$ cat src/rtl/dcache_pkg.sv
// Shared definitions for the write-through data-cache responder:
// default geometry, address slicing constants and FSM state encoding.
package dcache_pkg;

  localparam int unsigned DC_ADDR_W  = 10;
  localparam int unsigned DC_DATA_W  = 32;
  localparam int unsigned DC_INDEX_W = 5;
  localparam int unsigned DC_CNT_W   = 16;

  // Word address = {tag, index}; the index occupies the low bits.
  localparam int unsigned DC_INDEX_LSB = 0;
  localparam int unsigned DC_TAG_LSB   = DC_INDEX_W;
  localparam int unsigned DC_TAG_W     = DC_ADDR_W - DC_INDEX_W;

  typedef enum logic [1:0] {
    ST_IDLE    = 2'd0,
    ST_RD_MISS = 2'd1,
    ST_WR_THRU = 2'd2
  } dc_state_e;

endpackage

$ cat src/rtl/dcache_line_store.sv
// Direct-mapped line storage: valid/tag/data arrays with a combinational
// lookup port and a synchronous fill/update write port.
module dcache_line_store
  import dcache_pkg::*;
#(
  parameter int unsigned INDEX_W = DC_INDEX_W,
  parameter int unsigned TAG_W   = DC_TAG_W,
  parameter int unsigned DATA_W  = DC_DATA_W
) (
  input  logic               clk,
  input  logic               clr_n,
  input  logic [INDEX_W-1:0] rd_index,
  input  logic [TAG_W-1:0]   rd_tag,
  output logic               rd_hit,
  output logic [DATA_W-1:0]  rd_data,
  input  logic               wr_en,
  input  logic               wr_fill,
  input  logic [INDEX_W-1:0] wr_index,
  input  logic [TAG_W-1:0]   wr_tag,
  input  logic [DATA_W-1:0]  wr_data
);

  localparam int unsigned LINES = 2 ** INDEX_W;

  logic [LINES-1:0]  valid_q;
  logic [LINES-1:0]  valid_d;
  logic [TAG_W-1:0]  tag_q  [LINES];
  logic [DATA_W-1:0] data_q [LINES];

  always_comb begin
    valid_d = valid_q;
    if (wr_en && wr_fill) begin
      valid_d[wr_index] = 1'b1;
    end else begin
      valid_d = valid_q;
    end
  end

  always_ff @(posedge clk) begin
    if (!clr_n) begin
      valid_q <= '0;
    end else begin
      valid_q <= valid_d;
    end
  end

  // Tag and data arrays carry no reset; validity alone qualifies them.
  always_ff @(posedge clk) begin
    if (wr_en) begin
      data_q[wr_index] <= wr_data;
      if (wr_fill) begin
        tag_q[wr_index] <= wr_tag;
      end
    end
  end

  always_comb begin
    rd_hit  = valid_q[rd_index] && (tag_q[rd_index] == rd_tag);
    rd_data = data_q[rd_index];
  end

endmodule

$ cat src/rtl/dcache_wt_responder.sv
// Write-through, no-write-allocate direct-mapped data cache between the core's
// load/store port and a ready-pulse main-memory interface.
module dcache_wt_responder
  import dcache_pkg::*;
#(
  parameter int unsigned ADDR_W  = DC_ADDR_W,
  parameter int unsigned DATA_W  = DC_DATA_W,
  parameter int unsigned INDEX_W = DC_INDEX_W,
  parameter int unsigned CNT_W   = DC_CNT_W
) (
  input  logic              CLK,
  input  logic              RST,
  input  logic              MemRead,
  input  logic              MemWrite,
  input  logic [ADDR_W-1:0] Addr,
  input  logic [DATA_W-1:0] WD,
  output logic [DATA_W-1:0] RD,
  output logic              Stall,
  output logic              mem_rd_en,
  output logic              mem_wr_en,
  output logic [ADDR_W-1:0] mem_addr,
  output logic [DATA_W-1:0] mem_wdata,
  input  logic [DATA_W-1:0] mem_rdata,
  input  logic              mem_ready,
  output logic [CNT_W-1:0]  hit_count,
  output logic [CNT_W-1:0]  miss_count
);

  localparam int unsigned TAG_W = ADDR_W - INDEX_W;

  dc_state_e         state_q, state_d;
  logic              mem_rd_en_q, mem_rd_en_d;
  logic              mem_wr_en_q, mem_wr_en_d;
  logic [ADDR_W-1:0] mem_addr_q, mem_addr_d;
  logic [DATA_W-1:0] mem_wdata_q, mem_wdata_d;
  logic [CNT_W-1:0]  hit_count_q, hit_count_d;
  logic [CNT_W-1:0]  miss_count_q, miss_count_d;

  logic [INDEX_W-1:0] lk_index;
  logic [TAG_W-1:0]   lk_tag;
  logic               lk_hit;
  logic [DATA_W-1:0]  lk_data;

  logic               ls_wr_en;
  logic               ls_wr_fill;
  logic [INDEX_W-1:0] ls_wr_index;
  logic [TAG_W-1:0]   ls_wr_tag;
  logic [DATA_W-1:0]  ls_wr_data;

  logic [DATA_W-1:0]  rd_data;
  logic               stall;

  function automatic logic [CNT_W-1:0] sat_inc(input logic [CNT_W-1:0] v);
    return (&v) ? v : v + CNT_W'(1);
  endfunction

  assign lk_index = Addr[INDEX_W-1:0];
  assign lk_tag   = Addr[ADDR_W-1:INDEX_W];

  dcache_line_store #(
    .INDEX_W (INDEX_W),
    .TAG_W   (TAG_W),
    .DATA_W  (DATA_W)
  ) u_line_store (
    .clk      (CLK),
    .clr_n    (RST),
    .rd_index (lk_index),
    .rd_tag   (lk_tag),
    .rd_hit   (lk_hit),
    .rd_data  (lk_data),
    .wr_en    (ls_wr_en && RST),
    .wr_fill  (ls_wr_fill),
    .wr_index (ls_wr_index),
    .wr_tag   (ls_wr_tag),
    .wr_data  (ls_wr_data)
  );

  always_comb begin
    state_d      = state_q;
    mem_rd_en_d  = mem_rd_en_q;
    mem_wr_en_d  = mem_wr_en_q;
    mem_addr_d   = mem_addr_q;
    mem_wdata_d  = mem_wdata_q;
    hit_count_d  = hit_count_q;
    miss_count_d = miss_count_q;
    rd_data      = '0;
    stall        = 1'b0;
    ls_wr_en     = 1'b0;
    ls_wr_fill   = 1'b0;
    ls_wr_index  = lk_index;
    ls_wr_tag    = lk_tag;
    ls_wr_data   = WD;

    case (state_q)
      ST_IDLE: begin
        // A store wins over a simultaneous load and leaves the counters alone.
        if (MemWrite) begin
          stall       = 1'b1;
          mem_addr_d  = Addr;
          mem_wdata_d = WD;
          mem_wr_en_d = 1'b1;
          state_d     = ST_WR_THRU;
          ls_wr_en    = lk_hit;
        end else if (MemRead) begin
          if (lk_hit) begin
            rd_data     = lk_data;
            hit_count_d = sat_inc(hit_count_q);
          end else begin
            stall        = 1'b1;
            mem_addr_d   = Addr;
            mem_rd_en_d  = 1'b1;
            state_d      = ST_RD_MISS;
            miss_count_d = sat_inc(miss_count_q);
          end
        end else begin
          stall = 1'b0;
        end
      end
      ST_RD_MISS: begin
        if (mem_ready) begin
          rd_data     = mem_rdata;
          mem_rd_en_d = 1'b0;
          state_d     = ST_IDLE;
          ls_wr_en    = 1'b1;
          ls_wr_fill  = 1'b1;
          ls_wr_index = mem_addr_q[INDEX_W-1:0];
          ls_wr_tag   = mem_addr_q[ADDR_W-1:INDEX_W];
          ls_wr_data  = mem_rdata;
        end else begin
          stall = 1'b1;
        end
      end
      ST_WR_THRU: begin
        if (mem_ready) begin
          mem_wr_en_d = 1'b0;
          state_d     = ST_IDLE;
        end else begin
          stall = 1'b1;
        end
      end
      default: begin
        state_d     = ST_IDLE;
        mem_rd_en_d = 1'b0;
        mem_wr_en_d = 1'b0;
      end
    endcase
  end

  always_ff @(posedge CLK) begin
    if (!RST) begin
      state_q      <= ST_IDLE;
      mem_rd_en_q  <= 1'b0;
      mem_wr_en_q  <= 1'b0;
      mem_addr_q   <= '0;
      mem_wdata_q  <= '0;
      hit_count_q  <= '0;
      miss_count_q <= '0;
    end else begin
      state_q      <= state_d;
      mem_rd_en_q  <= mem_rd_en_d;
      mem_wr_en_q  <= mem_wr_en_d;
      mem_addr_q   <= mem_addr_d;
      mem_wdata_q  <= mem_wdata_d;
      hit_count_q  <= hit_count_d;
      miss_count_q <= miss_count_d;
    end
  end

  assign RD         = rd_data;
  assign Stall      = stall;
  assign mem_rd_en  = mem_rd_en_q;
  assign mem_wr_en  = mem_wr_en_q;
  assign mem_addr   = mem_addr_q;
  assign mem_wdata  = mem_wdata_q;
  assign hit_count  = hit_count_q;
  assign miss_count = miss_count_q;

endmodule
$ cat config.mk
export PLATFORM = sky130hd
export DESIGN_NAME = dcache_wt_responder
export DESIGN_NICKNAME = d
export VERILOG_FILES = /design/src/rtl/dcache_pkg.sv /design/src/rtl/dcache_line_store.sv /design/src/rtl/dcache_wt_responder.sv
export SDC_FILE = /design/constraint.sdc
export NUM_CORES = 2
export LEC_CHECK = 0
export CAP_MARGIN = 30
export CORE_UTILIZATION = 45
export CTS_CLUSTER_DIAMETER = 120
export DETAILED_ROUTE_END_ITERATION = 8
export SLEW_MARGIN = 20
export SYNTH_ARGS = -nofsm -noshare
export SYNTH_HDL_FRONTEND = slang
export SYNTH_SLANG_ARGS = --single-unit
$ cat constraint.sdc
create_clock -name CLK -period 5.6 [get_ports CLK]
set_clock_uncertainty 0.05 [all_clocks]
set_input_delay 0.84 -clock CLK [delete_from_list [all_inputs] [get_ports CLK]]
set_output_delay 0.84 -clock CLK [all_outputs]
set_load 0.01 [all_outputs]
==> flow_summary.toml <==
[clock_network]
hold_buffers = 0
cts_tree = "yes"
clk_pin_slew_worst_paths_ps = 60
cts_buffers = 134
clock_sinks = 1294
htreeDepth = 4
cts_root_buf = "clkbuf_16"
postCtsSetupBuffers = 0
post_cts_resized = 0
clock_path_buffers = 3
clk_latency_ps = 740

[hold_path]
min_path_cells = 1
hold_end = "u_line_store.valid_q[1]"
holdCritPathClass = "reg -> reg"
hp-start = "u_line_store.valid_q[1]"

[routing]
via_count = 26630
drt-initial-drc-count = 3299
postRouteAntennaNets = 0
avgViaCountPerCell = 5.969
drt_pre_antenna_iters = 7
avgRoutedWirePerCell_um = 29.76
finalWirelength_um = 132700
drc = 0

[logic_synthesis]
synth_ff_type = "edfxtp_1"
yosysTopAreaCellShare = 0.7023
synth.distinct_cells = 58
yosysSeqAreaShare = 0.7458
synth.largest_area_cell = "edfxtp_1"
synth_cells = 2557
synth_edf_count = 1184
ys_warn_count = 0
syn-num-nets = 2642
async_flop_share = 0
ys_seq_elements = 1294
synthTopCellsByArea = "edfxtp_1, mux4_2, dfxtp_1, mux2i_1, nand2_1"
syn-cell-area_um2 = 50630
postSynthAreaPerCell_um2 = 19.80

[cells_and_area]
diodes = 0
area_growth_pct = 17.94
fillers = 8624
layout-drive-gt1-share = 0.2358
nets = 2946

[worst_setup_path]
path_class = "in -> out"
worst-path-max-fanout = 66
cp_slowest_cell = "or3_4"
path_cells = "buf_8, buf_4, mux4_2, o22ai_1, nor4_1, xnor2_1, nand2_1, or3_4, o21ai_0, clkdlybuf4s50_1"
r2r_end = "u_line_store.data_q[15][22]"
reg2reg_slack_ps = 1660
cpPeakStageDelay_ps = 630
crit_path_end_kind = "output pin"
arrival_ps = 4490
ff2ff_path_depth = 10
r2r-start = "u_line_store.tag_q[6][3]"
crit_required_ps = 4710
start_kind = "input pin"

[status]
status = "complete, no violations"

[grt]
grt_max_degree = 134
grt_pass1_vias = 26630
overflow = 0
grt_pass1_wl_um = 190600
grt_usage = 0.2360
grt_antenna_before_repair = 1

[floorplanning]
fp.dieW_um = 337.4
start_util = 0.4556
core_area_um2 = 111100
ios = 188
rows = 122
die_area_um2 = 113800
die_h_um = 337.4

[placed_design]
place.gp.congestion = 0.8128
dp_hpwl_um = 73240
portBuffers = 187

[power]
switching_share = 0.2147
powerDensity_nw_per_um2 = 343.6
p_leak_nw = 19.34
vdd_drop_max_mv = 0.3718
switching_power_mw = 4.406
p_int_mw = 16.11
pwr-share-clk = 0.417
combPwrFrac = 0.062
pwr-share-seq = 0.521

[sta]
period_share = 0.9598
fmaxAchievable_mhz = 186.0
relSlewSlack = 0.3475
report.final.setup_viol = 0
rsz0062_at_grt = "no"
tns_ps = 0
slew_viol_final = 0
worst_slew_pin_slew_ps = 978.7
timing_hold_violations_final = 0
layout_min_cycle_time_ps = 5375
hold_ws_ps = 392.9

[run]
drv_cap = 0
[cell type report]
class,count,area [um2],share of cell area
inverters,11,41.29,0.0006915
clock buffers,187,3791,0.06349
well taps,1488,1862,0.03118
repair buffers,309,3377,0.05656
multi-input cells,1111,12450,0.2085
clock inverters,61,432.9,0.007250
flip-flops and latches,1294,37760,0.6323
[placed cells by master, fill, tap and decap left out, drive strengths merged, types with 6 or more instances in the layout]
cell type,synthesis,routed
nor2b,6,6
a22oi,20,20
nand2,251,251
o31ai,6,6
a211oi,7,7
nor2,81,81
nand3,29,29
nand2b,21,21
o21ai,46,46
clkdlybuf4s50,0,181
and2,6,6
a21o,32,32
clkinv,1,53
a21oi,52,52
mux2i,105,105
buf,63,128
inv,10,15
or4,6,6
and3,6,6
o22ai,8,8
dfxtp,110,110
nor4,18,18
mux4,344,344
clkbuf,78,187
edfxtp,1184,1184
ha,6,6
[metal layers]
layer,global-route usage,part of all wire,up-vias
met2,0.3810,0.48,1070
met1,0.3412,0.43,14330
met4,0.06219,0.020,0
met3,0.03029,0.064,164
met5,0,0,-
li1,-,-,11060
[power by group through the flow]
stage	Sequential, mW	Combinational, mW	Clock (mW)
6_report	10.7	1.27	8.56
5_1_grt	10.7	1.35	9.04
4_1_cts	10.7	1.22	8.69
3_5_place_dp	10.9	1.22	0
3_3_place_gp	10.9	1.18	0
2_1_floorplan	10.9	0.698	0
[worst max path at each step]
stage	from	to	slack [ps]	depth (start not counted)
finish	Addr[1]	RD[19]	220	10
global route	Addr[1]	RD[28]	60	10
CTS	Addr[1]	RD[19]	240	10
detailed placement	Addr[1]	RD[19]	280	10
global placement	Addr[1]	RD[14]	330	10
floorplan	Addr[1]	u_line_store.data_q[0][0]	630	13
[flip-flops by register name, indices dropped and copies added (netlist names)]
name and flops:
miss_count 16, u_line_store.valid_q 32, mem_addr 10, mem_rd_en 1
u_line_store.data_q 1024, state_q 2, mem_wdata 32, mem_wr_en 1
hit_count 16, u_line_store.tag_q 160
[synth_stat cells (all sizes together), types with 2 or more instances]
cell       n
xnor2      4
nor4b      4
mux2i    105
nor2b      6
nor3       5
dfxtp    110
or3        5
a211oi     7
ha         6
edfxtp  1184
nor4      18
o21a       2
inv       10
o22ai      8
a21oi     52
o21bai     3
nor3b      2
nand3     29
o31ai      6
o31a       3
a31oi      4
o311a      2
and2       6
or3b       3
or2        3
or4        6
nand2b    21
a21boi     4
mux4     344
clkbuf    78
o21ai     46
nor2      81
buf       63
a21o      32
nand4      4
nand3b     5
nand2    251
and3       6
a22oi     20
[stage by stage]
| step | cells | instance area [um2] | setup slack, ps | utilization | total power [mW] |
|---|---|---|---|---|---|
| finish | 4461 | 59710 | 224.9 | 0.5373 | 20.52 |
| CTS | 4432 | 59280 | 240.2 | 0.5334 | 20.61 |
| detailed placement | 4184 | 55050 | 277.0 | 0.4954 | 12.12 |
| global route | 4461 | 59710 | 57.57 | 0.5373 | 21.08 |
| global placement | 4178 | 54950 | 328.6 | 0.4944 | 12.08 |
| floorplan | 2557 | 50630 | 635.0 | - | 11.60 |
[worst max-delay path, delay by kind of cell]
kind                      cells  cell delay (ps)
AOI/OAI and AO/OA             2              470
buffers and inverters         3             1480
and+or+nand+nor               3              860
xor gates and xnor gates      1              180
muxes                         1              540
[cell families after synthesis]
kind of cell | after synthesis | share of synthesized area
DFF | 1294 | 0.7458
and+or+nand+nor | 458 | 0.04056
muxes | 450 | 0.1742
AOI/OAI and AO/OA | 193 | 0.02385
buffers and inverters | 152 | 0.01347
adders and majority gates | 6 | 0.001483
xor gates and xnor gates | 4 | 0.0006919
(Power assumes the default switching activity.)
